<file path="src/rtl/mem_port_arbiter.sv">
// Arbitrates one memory bank between instruction fetch (IF) and data memory (DM) requesters.
// DM wins by default; a starvation counter forces an IF grant. Reads return via a tag pipeline.
module mem_port_arbiter #(
  parameter int unsigned AW         = 10,
  parameter int unsigned DW         = 32,
  parameter int unsigned RD_LAT     = 1,
  parameter int unsigned STARVE_MAX = 4
) (
  input  logic          clk,
  input  logic          rst_n,
  input  logic          if_req,
  input  logic [AW-1:0] if_addr,
  output logic          if_gnt,
  output logic          if_rvalid,
  output logic [DW-1:0] if_rdata,
  input  logic          dm_req,
  input  logic          dm_we,
  input  logic [AW-1:0] dm_addr,
  input  logic [DW-1:0] dm_wdata,
  output logic          dm_gnt,
  output logic          dm_rvalid,
  output logic [DW-1:0] dm_rdata,
  input  logic          flush_if,
  input  logic          halt,
  output logic          mem_en,
  output logic          mem_we,
  output logic [AW-1:0] mem_addr,
  output logic [DW-1:0] mem_wdata,
  input  logic [DW-1:0] mem_rdata,
  output logic          halted
);

  localparam logic [3:0] StarveMax = 4'(STARVE_MAX);

  typedef enum logic [0:0] {StDmPri, StIfPri} pri_e;

  pri_e              state_q, state_d;
  logic [3:0]        starve_q, starve_d;
  // Tag pipeline: valid bit and owner (1 = DM, 0 = IF) per stage.
  logic [RD_LAT-1:0] tag_vld_q, tag_vld_d, tag_own_q, tag_own_d, tag_vld_kept;
  logic              exit_vld, exit_own;
  logic              if_rvalid_q, if_rvalid_d, dm_rvalid_q, dm_rvalid_d;
  logic [DW-1:0]     if_rdata_q, if_rdata_d, dm_rdata_q, dm_rdata_d;
  logic              halted_q, halted_d;

  // Grants are gated by reset so every output reads 0 while reset is held.
  always_comb begin
    if_gnt = 1'b0;
    dm_gnt = 1'b0;
    if (rst_n && !halt) begin
      if (state_q == StIfPri) begin
        if_gnt = if_req;
        dm_gnt = dm_req & ~if_req;
      end else begin
        dm_gnt = dm_req;
        if_gnt = if_req & ~dm_req;
      end
    end
  end

  always_comb begin
    mem_en    = if_gnt | dm_gnt;
    mem_we    = dm_gnt & dm_we;
    mem_addr  = dm_gnt ? dm_addr : (if_gnt ? if_addr : '0);
    mem_wdata = dm_gnt ? dm_wdata : '0;
  end

  always_comb begin
    starve_d = starve_q;
    state_d  = state_q;
    if (!halt) begin
      if (!if_req || if_gnt) begin
        starve_d = '0;
      end else if (starve_q < StarveMax) begin
        starve_d = starve_q + 4'd1;
      end
      if (state_q == StIfPri && if_gnt) begin
        state_d = StDmPri;
      end else if (state_q == StDmPri && starve_d >= StarveMax) begin
        state_d = StIfPri;
      end
    end
  end

  // Flush kills every IF tag already queued, including the one exiting now.
  always_comb begin
    tag_vld_kept = tag_vld_q & ~({RD_LAT{flush_if}} & ~tag_own_q);
    exit_vld     = tag_vld_kept[RD_LAT-1];
    exit_own     = tag_own_q[RD_LAT-1];
    tag_vld_d    = '0;
    tag_own_d    = '0;
    tag_vld_d[0] = if_gnt | (dm_gnt & ~dm_we);
    tag_own_d[0] = dm_gnt;
    for (int i = 1; i < int'(RD_LAT); i++) begin
      tag_vld_d[i] = tag_vld_kept[i-1];
      tag_own_d[i] = tag_own_q[i-1];
    end
  end

  always_comb begin
    if_rvalid_d = exit_vld & ~exit_own;
    dm_rvalid_d = exit_vld & exit_own;
    if_rdata_d  = if_rvalid_d ? mem_rdata : if_rdata_q;
    dm_rdata_d  = dm_rvalid_d ? mem_rdata : dm_rdata_q;
    halted_d    = halt & ~(|tag_vld_d);
  end

  always_ff @(posedge clk or negedge rst_n) begin
    if (!rst_n) begin
      state_q     <= StDmPri;
      starve_q    <= '0;
      tag_vld_q   <= '0;
      tag_own_q   <= '0;
      if_rvalid_q <= 1'b0;
      dm_rvalid_q <= 1'b0;
      if_rdata_q  <= '0;
      dm_rdata_q  <= '0;
      halted_q    <= 1'b0;
    end else begin
      state_q     <= state_d;
      starve_q    <= starve_d;
      tag_vld_q   <= tag_vld_d;
      tag_own_q   <= tag_own_d;
      if_rvalid_q <= if_rvalid_d;
      dm_rvalid_q <= dm_rvalid_d;
      if_rdata_q  <= if_rdata_d;
      dm_rdata_q  <= dm_rdata_d;
      halted_q    <= halted_d;
    end
  end

  assign if_rvalid = if_rvalid_q;
  assign if_rdata  = if_rdata_q;
  assign dm_rvalid = dm_rvalid_q;
  assign dm_rdata  = dm_rdata_q;
  assign halted    = halted_q;

endmodule

</file>
<file path="config.mk">
export PLATFORM = sky130hd
export DESIGN_NAME = mem_port_arbiter
export DESIGN_NICKNAME = d
export VERILOG_FILES = /design/src/rtl/mem_port_arbiter.sv
export SDC_FILE = /design/constraint.sdc
export NUM_CORES = 1
export LEC_CHECK = 0
export ABC_AREA = 0
export BUFFER_PORTS_ARGS = -buffer_cell sky130_fd_sc_hd__buf_2
export CORE_MARGIN = 5
export CORE_UTILIZATION = 42
export DETAILED_ROUTE_END_ITERATION = 12
export GPL_ROUTABILITY_DRIVEN = 0
export GPL_TIMING_DRIVEN = 0
export PLACE_DENSITY_LB_ADDON = 0.3
export SLEW_MARGIN = 10
export SYNTH_ARGS = -nofsm -noshare
export SYNTH_HDL_FRONTEND = slang
export SYNTH_SLANG_ARGS = --single-unit
</file>
<file path="constraint.sdc">
create_clock -name clk -period 1.5 [get_ports clk]
set_input_delay 0.15 -clock clk [delete_from_list [all_inputs] [get_ports clk]]
set_output_delay 0.15 -clock clk [all_outputs]
set_load 0.005 [all_outputs]
</file>
==> metrics <==
status=complete, but fails checks; failing checks=setup timing; TritonCTS Buffers=9; Max FO, Critical Path=6; clock network power share=26.1%; Avg WL per Cell=approximately 16 um; Worst Tran Pin Value=about 0.36 ns; leakage power=2.535 nW; largest net degree at the start of global routing=44; crit path DAT=about 1.5 ns; Rel. slew slack=around three quarters; via/cell ratio=around 4.7; Initial DRT Pass Iterations=5; diode count=0; Row Count=31; Reg area=1852 um2; clk buf depth=2; Post-Syn Area=about 3100 um2; Final Hold Vio Count=0; Starting Density=43.25%; skew final=about 0.014 ns; slowest CP cell=dfrtp_1; Net Sw Frac=about 27%; Core Box Area=~7300 um2; Fmax achieved=0.6143 GHz; Max Cap Viol=0; Clk pin slew, worst setup/hold paths=0.08 ns; Die ar.=roughly 9300 um2; Int Pwr=between 4 and 5 mW; Switching Power=about 1.8 mW; area grow syn2layout=51.50%; initial antenna violation count=0; Final period util=108.5%; post-synthesis cell count=220; IO Port Bufs=203; Yosys cell types=28; CTS tree=done; setup violators final=between 40 and 50; Die Wd=slightly below 100 um; Detailed Place HPWL=about 6500 um; drt first-iter violations=38; Min Clock Period, post-route=about 1.6 ns; CTS Root Cell=clkbuf_8; vias in the first global route=between 2000 and 3000; Die Y=between 90 and 100 um; DRC violations left=0; Flop pwr share=between 40% and 50%; sequential share of the synthesized area=between 50% and 60%; Cell Count, Final, Fillers Out=between 500 and 600; CP max stage delay=~0.4 ns; number of top-level pins=between 200 and 250; warnings from Yosys=0; first-pass GRT wire length=~13000 um; Critical Setup Path Class=reg -> out; Total GRT Usage=approximately 18%; vias=about 2600; syn_area_per_cell=14.26 um2; Area contributors post-synth=dfrtp_1 59%, mux2_2 23%, and2_1 6.6%, a22o_1 2.8%, buf_6 1.8%; grt total ovfl=0; CTS Sinks=74; cells along the critical path=nand2b_4 > and3_4 > buf_6 > a22o_1 > buf_2; Total Wirelength=approximately 8700 um; RSZ-0062 raised after global routing=true; pwr dens=between 1000 and 1500 nW/um2; placed cell count=roughly 520; filler cell count=approximately 570; worst hold path type=in -> reg; most area-hungry cell type in the Yosys netlist=dfrtp_1; max-slew violations=0; worst setup margin=-0.1278 ns; worst slack, placed=-0.2027 ns; Max IR drop VDD=about 0.75 mV; Worst setup SP type=flip-flop; Worst-Skew Late Latency=~0.33 ns; register bit total from synthesis=74; area share of the largest cell type after synthesis=approximately three fifths; footprint of the multi-input gates=1219 um2; Worst Setup End Kind=output pin; layout cells sized above 1=around 70%; CP Data Required Time=around 1.4 ns; nets=538; H-tree depth=3; Gate power share=29.0%; Routed Antenna Nets=0; Net Count, Synth=about 310
[state kept, by name, summed over array words and instances, names as in the netlist]
signal / flops
dm_rdata: 32
dm_rvalid: 1
exit_own: 1
halted: 1
if_rdata: 32
if_rvalid: 1
starve_q: 4
state_q: 1
tag_vld_q: 1
[layer usage]
metal,routed length (um),global-route usage [%]
met1,3635,24.77
met2,4114,27.54
met3,824,6.662
met4,85,5.724
met5,0,0
[cell usage after synthesis (all sizes together)]
cell type  instances
nor2               2
buf               10
nand2              2
clkbuf             3
nor3b              1
or3                1
dfrtp             74
mux2i              1
a21o               1
and2              33
nand2b             1
nor2b              1
ha                 1
a21oi              4
a21bo              1
mux2              64
xnor2              1
or2                1
a21boi             1
and3               2
a31oi              1
inv                3
nor3               1
a22o              10
[cell families (layout without fill, tap and decap cells)]
kind of cell | count (synthesis) | count (layout) | share of synthesized area, %
compound gates | 18 | 18 | 4.428
mux | 65 | 65 | 23.29
simple gates | 45 | 46 | 9.175
xor+xnor | 1 | 1 | 0.2793
flops | 74 | 74 | 59.03
fa+ha+maj | 1 | 1 | 0.3988
buf+inv | 16 | 246 | 3.390
[worst max-delay path: cells and delay by family (launching register included)]
family | cells | cell delay [ns]
flip-flops | 1 | 0.40
AND/OR/NAND/NOR | 2 | 0.32
buffers and inverters | 2 | 0.26
AO/OA/AOI/OAI | 1 | 0.18
[power by group through the flow]
stage	sequential, mW	combinational (mW)	clock, mW
floorplan	3.09	0.772	0
global placement	3.01	1.83	0
detailed placement	3.05	1.88	0
CTS	3.01	1.95	1.78
global route	3.09	2.16	1.89
finish	3.01	1.95	1.75
[what timing repair did]
item,CTS,global route
endpoints found under the setup margin,75,53
buffers inserted,5,1
pin swaps,10,0
cloned,4,0
hold buffers,2,0
gates resized for setup,24,12
endpoints found under the hold margin,31,0
[layout by cell type, fill, tap and decap left out, types with 2 or more instances in the layout]
| cell type | netlist | layout |
|---|---|---|
| bufinv_16 | 0 | 2 |
| and2_4 | 0 | 7 |
| nor2_1 | 2 | 2 |
| a21oi_1 | 4 | 4 |
| a22o_1 | 10 | 10 |
| and3_4 | 1 | 2 |
| buf_8 | 0 | 2 |
| buf_4 | 0 | 8 |
| buf_12 | 0 | 2 |
| buf_6 | 5 | 16 |
| clkbuf_8 | 0 | 11 |
| mux2_2 | 63 | 63 |
| clkbuf_1 | 1 | 2 |
| clkbuf_4 | 0 | 3 |
| buf_2 | 5 | 194 |
| dfrtp_1 | 74 | 74 |
| inv_1 | 3 | 3 |
| and2_1 | 33 | 26 |
| nand2_1 | 2 | 2 |
[through the flow]
stage / power [mW] / area [um2] / TNS, ns / hold WS (ns) / util (%)
5_1_grt: 7.146 / 4752 / -7.215 / 0.02946 / 65.52
4_1_cts: 6.751 / 4706 / -4.344 / 0.03128 / 64.88
6_report: 6.716 / 4752 / -3.604 / 0.04504 / 65.52
3_3_place_gp: 4.834 / 4277 / -64.73 / 0.3859 / 58.96
3_5_place_dp: 4.930 / 4299 / -8.162 / 0.1193 / 59.27
2_1_floorplan: 3.866 / 3137 / 0 / -0.1456 / -
[worst paths after layout]
| kind | from | to | slack (ns) | depth (start not counted) |
|---|---|---|---|---|
| max | state_q$_DFFE_PN0P_ | mem_addr[8] | -0.13 | 5 |
| min | mem_rdata[4] | if_rdata[4]$_DFFE_PN0P_ | 0.05 | 2 |
| max reg2reg | exit_own$_DFF_PN0_ | if_rdata[5]$_DFFE_PN0P_ | 0.10 | 4 |
| min reg2reg | dm_rdata[7]$_DFFE_PN0P_ | dm_rdata[7]$_DFFE_PN0P_ | 0.50 | 1 |
| max in group asynchronous | rst_n | starve_q[3]$_DFFE_PN0N_ | 0.80 | 3 |
| min in group asynchronous | rst_n | dm_rdata[10]$_DFFE_PN0P_ | 0.46 | 3 |
[layout make-up]
type	instances	area share [%]
repair buffers	215	25.12
inverters	3	0.2370
clock inverters	4	1.553
clock buffers	12	3.265
well taps	99	2.607
multi-input cells	131	25.65
plain buffers	12	2.607
flip-flops and latches	74	38.97
No activity file was read; power rests on OpenSTA's default activity.
